==> src/rtl/cache_wb_scheduler.sv <==
// Write-back scheduler: round-robin arbitration of two write-back sources into an
// external write buffer, and a drain engine that retires buffered entries to memory.
module cache_wb_scheduler #(
    parameter int FIFO_WIDTH = 32
) (
    input  logic                  clk,
    input  logic                  rst_n,
    input  logic                  req0,
    input  logic                  req1,
    input  logic [FIFO_WIDTH-1:0] req0_data,
    input  logic [FIFO_WIDTH-1:0] req0_addr,
    input  logic [FIFO_WIDTH-1:0] req1_data,
    input  logic [FIFO_WIDTH-1:0] req1_addr,
    output logic                  gnt0,
    output logic                  gnt1,
    input  logic                  fifo_full,
    input  logic                  fifo_empty,
    output logic                  fifo_push,
    output logic [FIFO_WIDTH-1:0] fifo_wdata,
    output logic [FIFO_WIDTH-1:0] fifo_waddr,
    output logic                  fifo_pop,
    input  logic [FIFO_WIDTH-1:0] fifo_rdata,
    input  logic [FIFO_WIDTH-1:0] fifo_raddr,
    output logic                  mem_req,
    output logic [FIFO_WIDTH-1:0] mem_addr,
    output logic [FIFO_WIDTH-1:0] mem_wdata,
    input  logic                  mem_ack,
    input  logic                  flush,
    output logic                  flush_done,
    output logic                  busy
);

    typedef enum logic [1:0] {
        ST_IDLE  = 2'd0,
        ST_LOAD  = 2'd1,
        ST_ISSUE = 2'd2
    } state_t;

    state_t                  state_r;
    state_t                  state_nxt_s;
    logic                    rr_r;
    logic                    flush_pending_r;
    logic                    flush_done_r;
    logic                    mem_req_r;
    logic [FIFO_WIDTH-1:0]   mem_addr_r;
    logic [FIFO_WIDTH-1:0]   mem_wdata_r;
    logic                    grant_ok_s;
    logic                    gnt0_s;
    logic                    gnt1_s;
    logic                    pop_s;
    logic                    done_cond_s;
    logic [FIFO_WIDTH-1:0]   wdata_s;
    logic [FIFO_WIDTH-1:0]   waddr_s;

    // Push arbitration; rst_n gates grants so nothing leaks out while reset is low
    always_comb begin
        grant_ok_s = rst_n & ~fifo_full & ~flush_pending_r;
        gnt0_s     = 1'b0;
        gnt1_s     = 1'b0;
        if (grant_ok_s) begin
            if (req0 && req1) begin
                gnt0_s = ~rr_r;
                gnt1_s = rr_r;
            end else begin
                gnt0_s = req0;
                gnt1_s = req1;
            end
        end else begin
            gnt0_s = 1'b0;
            gnt1_s = 1'b0;
        end
    end

    // Payload mux toward the write buffer; zero when idle
    always_comb begin
        wdata_s = {FIFO_WIDTH{1'b0}};
        waddr_s = {FIFO_WIDTH{1'b0}};
        if (gnt0_s) begin
            wdata_s = req0_data;
            waddr_s = req0_addr;
        end else if (gnt1_s) begin
            wdata_s = req1_data;
            waddr_s = req1_addr;
        end else begin
            wdata_s = {FIFO_WIDTH{1'b0}};
            waddr_s = {FIFO_WIDTH{1'b0}};
        end
    end

    // Round-robin pointer flips to the port that did not just win
    always_ff @(posedge clk or negedge rst_n) begin
        if (!rst_n) begin
            rr_r <= 1'b0;
        end else if (gnt0_s) begin
            rr_r <= 1'b1;
        end else if (gnt1_s) begin
            rr_r <= 1'b0;
        end else begin
            rr_r <= rr_r;
        end
    end

    // Drain FSM state register
    always_ff @(posedge clk or negedge rst_n) begin
        if (!rst_n) begin
            state_r <= ST_IDLE;
        end else begin
            state_r <= state_nxt_s;
        end
    end

    // Drain FSM next state and pop strobe
    always_comb begin
        state_nxt_s = state_r;
        pop_s       = 1'b0;
        case (state_r)
            ST_IDLE: begin
                if (!fifo_empty) begin
                    pop_s       = rst_n;
                    state_nxt_s = ST_LOAD;
                end else begin
                    pop_s       = 1'b0;
                    state_nxt_s = ST_IDLE;
                end
            end
            ST_LOAD: begin
                state_nxt_s = ST_ISSUE;
            end
            ST_ISSUE: begin
                if (mem_ack) begin
                    state_nxt_s = ST_IDLE;
                end else begin
                    state_nxt_s = ST_ISSUE;
                end
            end
            default: begin
                state_nxt_s = ST_IDLE;
            end
        endcase
    end

    // Memory request registers; address/data are kept after the handshake
    always_ff @(posedge clk or negedge rst_n) begin
        if (!rst_n) begin
            mem_req_r   <= 1'b0;
            mem_addr_r  <= {FIFO_WIDTH{1'b0}};
            mem_wdata_r <= {FIFO_WIDTH{1'b0}};
        end else if (state_r == ST_LOAD) begin
            mem_req_r   <= 1'b1;
            mem_addr_r  <= fifo_raddr;
            mem_wdata_r <= fifo_rdata;
        end else if ((state_r == ST_ISSUE) && mem_ack) begin
            mem_req_r   <= 1'b0;
        end else begin
            mem_req_r   <= mem_req_r;
        end
    end

    // A flush completes only once nothing is queued, in flight or being pushed
    assign done_cond_s = flush_pending_r & (state_r == ST_IDLE) & fifo_empty & ~fifo_push;

    // Flush tracking: one completion pulse per pending episode
    always_ff @(posedge clk or negedge rst_n) begin
        if (!rst_n) begin
            flush_pending_r <= 1'b0;
            flush_done_r    <= 1'b0;
        end else begin
            flush_done_r <= done_cond_s;
            if (done_cond_s) begin
                flush_pending_r <= 1'b0;
            end else if (flush) begin
                flush_pending_r <= 1'b1;
            end else begin
                flush_pending_r <= flush_pending_r;
            end
        end
    end

    assign gnt0       = gnt0_s;
    assign gnt1       = gnt1_s;
    assign fifo_push  = gnt0_s | gnt1_s;
    assign fifo_wdata = wdata_s;
    assign fifo_waddr = waddr_s;
    assign fifo_pop   = pop_s;
    assign mem_req    = mem_req_r;
    assign mem_addr   = mem_addr_r;
    assign mem_wdata  = mem_wdata_r;
    assign flush_done = flush_done_r;
    assign busy       = (state_r != ST_IDLE) | ~fifo_empty | flush_pending_r;

endmodule

==> config.mk <==
export PLATFORM = sky130hd
export DESIGN_NAME = cache_wb_scheduler
export DESIGN_NICKNAME = d
export VERILOG_FILES = /design/src/rtl/cache_wb_scheduler.sv
export SDC_FILE = /design/constraint.sdc
export NUM_CORES = 1
export LEC_CHECK = 0
export BUFFER_PORTS_ARGS = -buffer_cell sky130_fd_sc_hd__buf_2
export CAP_MARGIN = 20
export CORE_AREA = 8 8 125 127
export CTS_BUF_LIST = sky130_fd_sc_hd__clkbuf_8 sky130_fd_sc_hd__clkbuf_16
export CTS_CLUSTER_DIAMETER = 150
export CTS_CLUSTER_SIZE = 12
export DETAILED_ROUTE_END_ITERATION = 10
export DIE_AREA = 0 0 133 135
export REMOVE_ABC_BUFFERS = 1
export SLEW_MARGIN = 40
export SYNTH_ARGS = -nofsm -noshare
export SYNTH_HDL_FRONTEND = slang
export SYNTH_SLANG_ARGS = --single-unit
==> constraint.sdc <==
create_clock -name clk -period 1.6 [get_ports clk]
set_input_delay 0.16 -clock clk [delete_from_list [all_inputs] [get_ports clk]]
set_output_delay 0.16 -clock clk [all_outputs]
set_load 0.01 [all_outputs]
# --- Word-level counts from Yosys, hierarchy flattened ---
# Index checks and enable logic that the tools add are counted.
word_totals:
  reg_bits: 70
  in_bits: 200
  out_inout_bits: 135
  word_cells: 48
op_classes:
  eq_ne: 2
  mux: 19
  n_bitwise: 13
  n_reduce_logical: 7
ops:
  columns: ["operator", "n"]
  rows:
  - ["32-bit two-way mux", 4]
  - ["1-bit two-way mux", 13]
  - ["2-bit nonzero test", 4]
  - ["2-bit case mux with 3 select lines", 1]
  - ["1-bit bitwise AND", 5]
  - ["1-bit inverter", 5]
  - ["1-bit OR", 3]
  - ["2-bit by 1-bit == test with 1-bit output (second input constant)", 1]
  - ["2-bit == test (second input constant)", 1]
  - ["1-bit logical AND", 2]
  - ["2-bit zero test", 1]
  - ["2-bit two-way mux", 1]

# --- Longest topological paths before layout ---
depth:
  depth_word: 8
  ltp_mapped: 5
  mapped_depth_nobuf: 3

# --- Worst setup path after synthesis ---
# OpenSTA, ideal clock, no wires.
synth_path:
  kind: "reg-to-output"
  start: "reg flush_pending_r"
  end: "out fifo_waddr[0]"
  arrival_time_ps: 1277
  required_ps: 1440
  setup_slack_ps: 163
  path_stages_with_launch: 6
  cell_sequence: "dfrtp_1 -> nor3b_4 -> and3_4 -> buf_8 -> buf_8 -> a22o_1"
synth_via:
  elab_chain_cells: 5
synth_rtl:
  columns: ["element", "line", "rtl"]
  rows:
  - ["start, declared", "42", "logic flush_pending_r;"]
  - ["start signal, assigned", "174", "flush_pending_r <= flush_pending_r;"]
  - ["1-bit inverter *", "57", "grant_ok_s = rst_n & ~fifo_full & ~flush_pending_r;"]
  - ["1-bit bitwise AND *", "57", null]
  - ["1-bit two-way mux", "60", "if (grant_ok_s) begin"]
  - ["32-bit two-way mux", "81", "end else if (gnt1_s) begin"]
  - ["32-bit two-way mux *", "78", "if (gnt0_s) begin"]
  - ["end, declared", "20", "output logic [FIFO_WIDTH-1:0] fifo_waddr,"]
# Mark *: on every way between the ends. The rest lies on a longest branch, timed or not.

# --- Worst setup path after layout ---
layout_path:
  start: "reg flush_pending_r"
  end: "out fifo_wdata[30]"
layout_via:
  elab_chain_cells: 5
layout_rtl:
  columns: ["element", "line", "rtl"]
  rows:
  - ["1-bit inverter *", "57", null]
  - ["1-bit bitwise AND *", "57", null]
  - ["1-bit two-way mux", "60", null]
  - ["32-bit two-way mux", "81", null]
  - ["32-bit two-way mux *", "78", null]
  - ["end, declared", "19", "output logic [FIFO_WIDTH-1:0] fifo_wdata,"]
# Marked as above.

==> summary.txt <==
Layout
  • Fin nets: a little under 800
  • Post-Layout Inst Area: 5890 sq um
  • Area Overhead vs Synth: 73.9%
  • Layout cell share with drive strength beyond 1: between 70 and 80%

Outcome
  • Status: finished with violations
  • Violated checks: negative setup slack

Global route
  • Largest net degree at the start of global routing: 54
  • Gr usage total: between 10% and 20%
  • Number of global-route vias before repair: around 4000
  • Initial antenna violation count: 7
  • Grt total ovfl: 0
  • First-pass GRT wire length: roughly 24 mm

Worst setup path
  • Crit path DAT: approximately 1.8 ns
  • RR Startpoint: state_r[0]$_DFF_PN0_
  • Worst path required time: ~1.4 ns
  • Crit path kind: register to output port
  • R2R depth: 3
  • Crit path launch type: register
  • Worst Setup EP: fifo_wdata[30]
  • Crit. End Element: output port
  • Critical Path Start: flush_pending_r$_DFFE_PN0P_
  • Crit Path Max Fanout: 6
  • Reg2Reg Capture Point: mem_wdata[14]$_DFFE_PN0P_
  • Reg2reg setup slack: between 0.1 and 0.15 ns

STA
  • Endpoints failing setup: 66
  • F_max: 513 MHz
  • Worst-Margin Slew: roughly 0.65 ns
  • Final WS setup: -0.350 ns
  • Pins Over Slew Limit: 0
  • Clock period minus worst slack: a little under 2 ns
  • Fin. Hold Viols: 0
  • RSZ-0062 raised after global routing: yes
  • Slew headroom: a little under three fifths
  • Clock skew: roughly 0.0076 ns
  • Final worst-path cycle share: 122%

Placed design
  • Placed cell areas: between 5000 and 6000 sq um
  • Pre-CTS setup slack: -0.0469 ns
  • Routability cong.: approximately 0.98
  • Dpl hpwl: between 10 and 15 mm
  • IO buf count: between 300 and 400

Power
  • VDD IR max: approximately 1000 uV
  • Power after layout: 9.10 mW
  • PwrDens: between 1500 and 2000 nW/um^2
  • Leakage: ~3.1 nW

Clock tree
  • Clock Path Buffers: 2
  • # clock sinks: 70
  • Num CTS Buffers: 9
  • H-Tree Depth: 3
  • CTS clk-pin slew, worst paths: ~0.05 ns
  • CTS tree: done
  • Later-pin clock latency in the skew report: about 0.32 ns
  • Root Driver: clkbuf_16

Job
  • MaxCap Viol Count: 0

Synth
  • Cell variety after synth: 23
  • Avg Cell Area, Syn: 14.1 sq um
  • Area of the mapped netlist: approximately 3400 sq um
  • Warnings, synthesis: 0
  • Post-synthesis sequential area ratio: ~52%
  • FF+latch count, synth: 70
  • Post-Synthesis Cells: between 200 and 250

Floorplan
  • Core Area: about 14000 sq um
  • Num ports: 335
  • Die ar.: around 18000 sq um
  • Die Y: between 100 and 150 um
  • Initial cell density of the core: between 20% and 30%
  • Rows: 43
  • Die width: approximately 130 um

Routing
  • # DRC: 0
  • DRT iter0 DRCs: roughly 130
  • Via count: 3668
  • Vias per Instance: between 4 and 5
  • Detailed Route WL: ~16 mm
  • Detail Route Antenna Nets: 0
  • Drt pass-1 iters: 4
  • Wire length per cell: 20.9 um

Worst hold path
  • Min-delay worst type: input port to register
## worst min-delay path by stage
stage / startpoint / end / slack [ns] / cells past startpoint
floorplan: rst_n / flush_done$_DFF_PN0_ / -0.14 / 0
global placement: rst_n / flush_done$_DFF_PN0_ / 0.16 / 2
detailed placement: rst_n / flush_done$_DFF_PN0_ / 0.17 / 2
CTS: fifo_raddr[21] / mem_addr[21]$_DFFE_PN0P_ / 0.05 / 2
global route: fifo_raddr[8] / mem_addr[8]$_DFFE_PN0P_ / 0.05 / 2
finish: fifo_empty / state_r[0]$_DFF_PN0_ / 0.06 / 2
## layout by cell type (no fill, tap or decap)
cell type and count:
a22o_4 1, buf_16 2, nand2b_4 1, inv_6 1, a31oi_1 1, nor3b_1 1
nor3b_4 1, diode_2 5, nand3b_1 1, clkbuf_16 11, mux2_2 64, dfrtp_1 70
a21oi_1 3, and3_1 1, buf_6 14, and2_1 1, o21a_1 1, nor2b_4 1
nand2_1 2, buf_12 6, a22o_1 63, buf_4 14, nor3_2 1, clkbuf_8 2
inv_1 2, and3_4 3, nor2_1 3, dlygate4sd3_1 1, buf_2 321, bufinv_16 2
or2_2 1, clkinv_4 1
## Yosys cell counts
master,count,share of area [%]
dfrtp_1,70,52
nor2_1,3,0.33
mux2_2,64,21
and2_1,1,0.18
nand3b_1,1,0.22
nor2b_1,1,0.18
or2_2,1,0.18
a21oi_1,3,0.44
and3_4,1,0.33
nor3b_1,1,0.22
nor3_1,1,0.15
nor3b_4,1,0.55
and3_1,2,0.37
nand2_1,2,0.22
buf_8,6,2.7
o21a_1,1,0.22
buf_6,6,2.0
a31oi_1,1,0.18
buf_4,6,1.3
a22o_1,64,17
inv_1,1,0.11
buf_2,3,0.44
nand2b_1,1,0.18
## cells by family after synthesis
logic type	after synthesis	share of synthesized area [%]
DFF	70	51.7
AOI/OAI and AO/OA	69	17.4
muxes	64	21.3
buffers and inverters	22	6.53
and+or+nand+nor	16	3.14
## metal layers
layer / GRT usage, % / wire length [um] / up-vias
met1: 18.2 / 6000 / 1772
met5: 0 / 26 / -
met4: 6.12 / 273 / 4
met2: 28.8 / 8140 / 231
met3: 8.43 / 1900 / 22
li1: - / - / 1639
## report_power, final
part           switching, mW  leakage, nW  internal (mW)  total, mW
sequential             0.488        0.822           2.68       3.17
clock                  0.728        0.168           1.45       2.18
combinational           1.72         2.14           2.04       3.75
total                   2.94         3.13           6.17       9.10
## per-stage QoR
stage / hold slack (ns) / std cells / utilization (%) / TNS, ns
final: 0.0552 / 782 / 43.3 / -20.31
after CTS: 0.0467 / 772 / 42.1 / -21.73
after global routing: 0.0503 / 782 / 43.3 / -25.56
after floorplan: -0.136 / 220 / - / -198.96
after global placement: 0.160 / 749 / 38.5 / -0.0168
after detailed placement: 0.168 / 749 / 38.5 / -0.137
## sequential cells by signal, indices dropped and copies added (netlist names)
name / count
flush_done: 1
flush_pending_r: 1
mem_addr: 32
mem_req: 1
mem_wdata: 32
rr_r: 1
state_r: 2
## critical path: stages (launching register included)
cell	delay, ns
dfrtp_1	0.40
nor3b_4	0.24
and3_4	0.29
buf_12	0.15
clkbuf_16	0.14
a22o_1	0.14
buf_6	0.11
## timing repair
item                       in CTS  in global routing
hold buffers                    1                  0
hold endpoints to repair       18                  0
pin swaps                       1                  3
gates cloned                    3                  2
setup endpoints to repair      66                 68
resized for setup              12                 15
setup buffers                   3                  3
## layout make-up
cell class | instances | area (sq um)
Fill cell | 1316 | 7720
Timing Repair Buffer | 360 | 2100
Sequential cell | 70 | 1750
Multi-Input combinational cell | 150 | 1460
Clock buffer | 11 | 253
Tap cell | 180 | 225
Clock inverter | 5 | 81.3
Antenna cell | 5 | 12.5
Inverter | 1 | 3.75
Power figures use the tool's default switching activity.
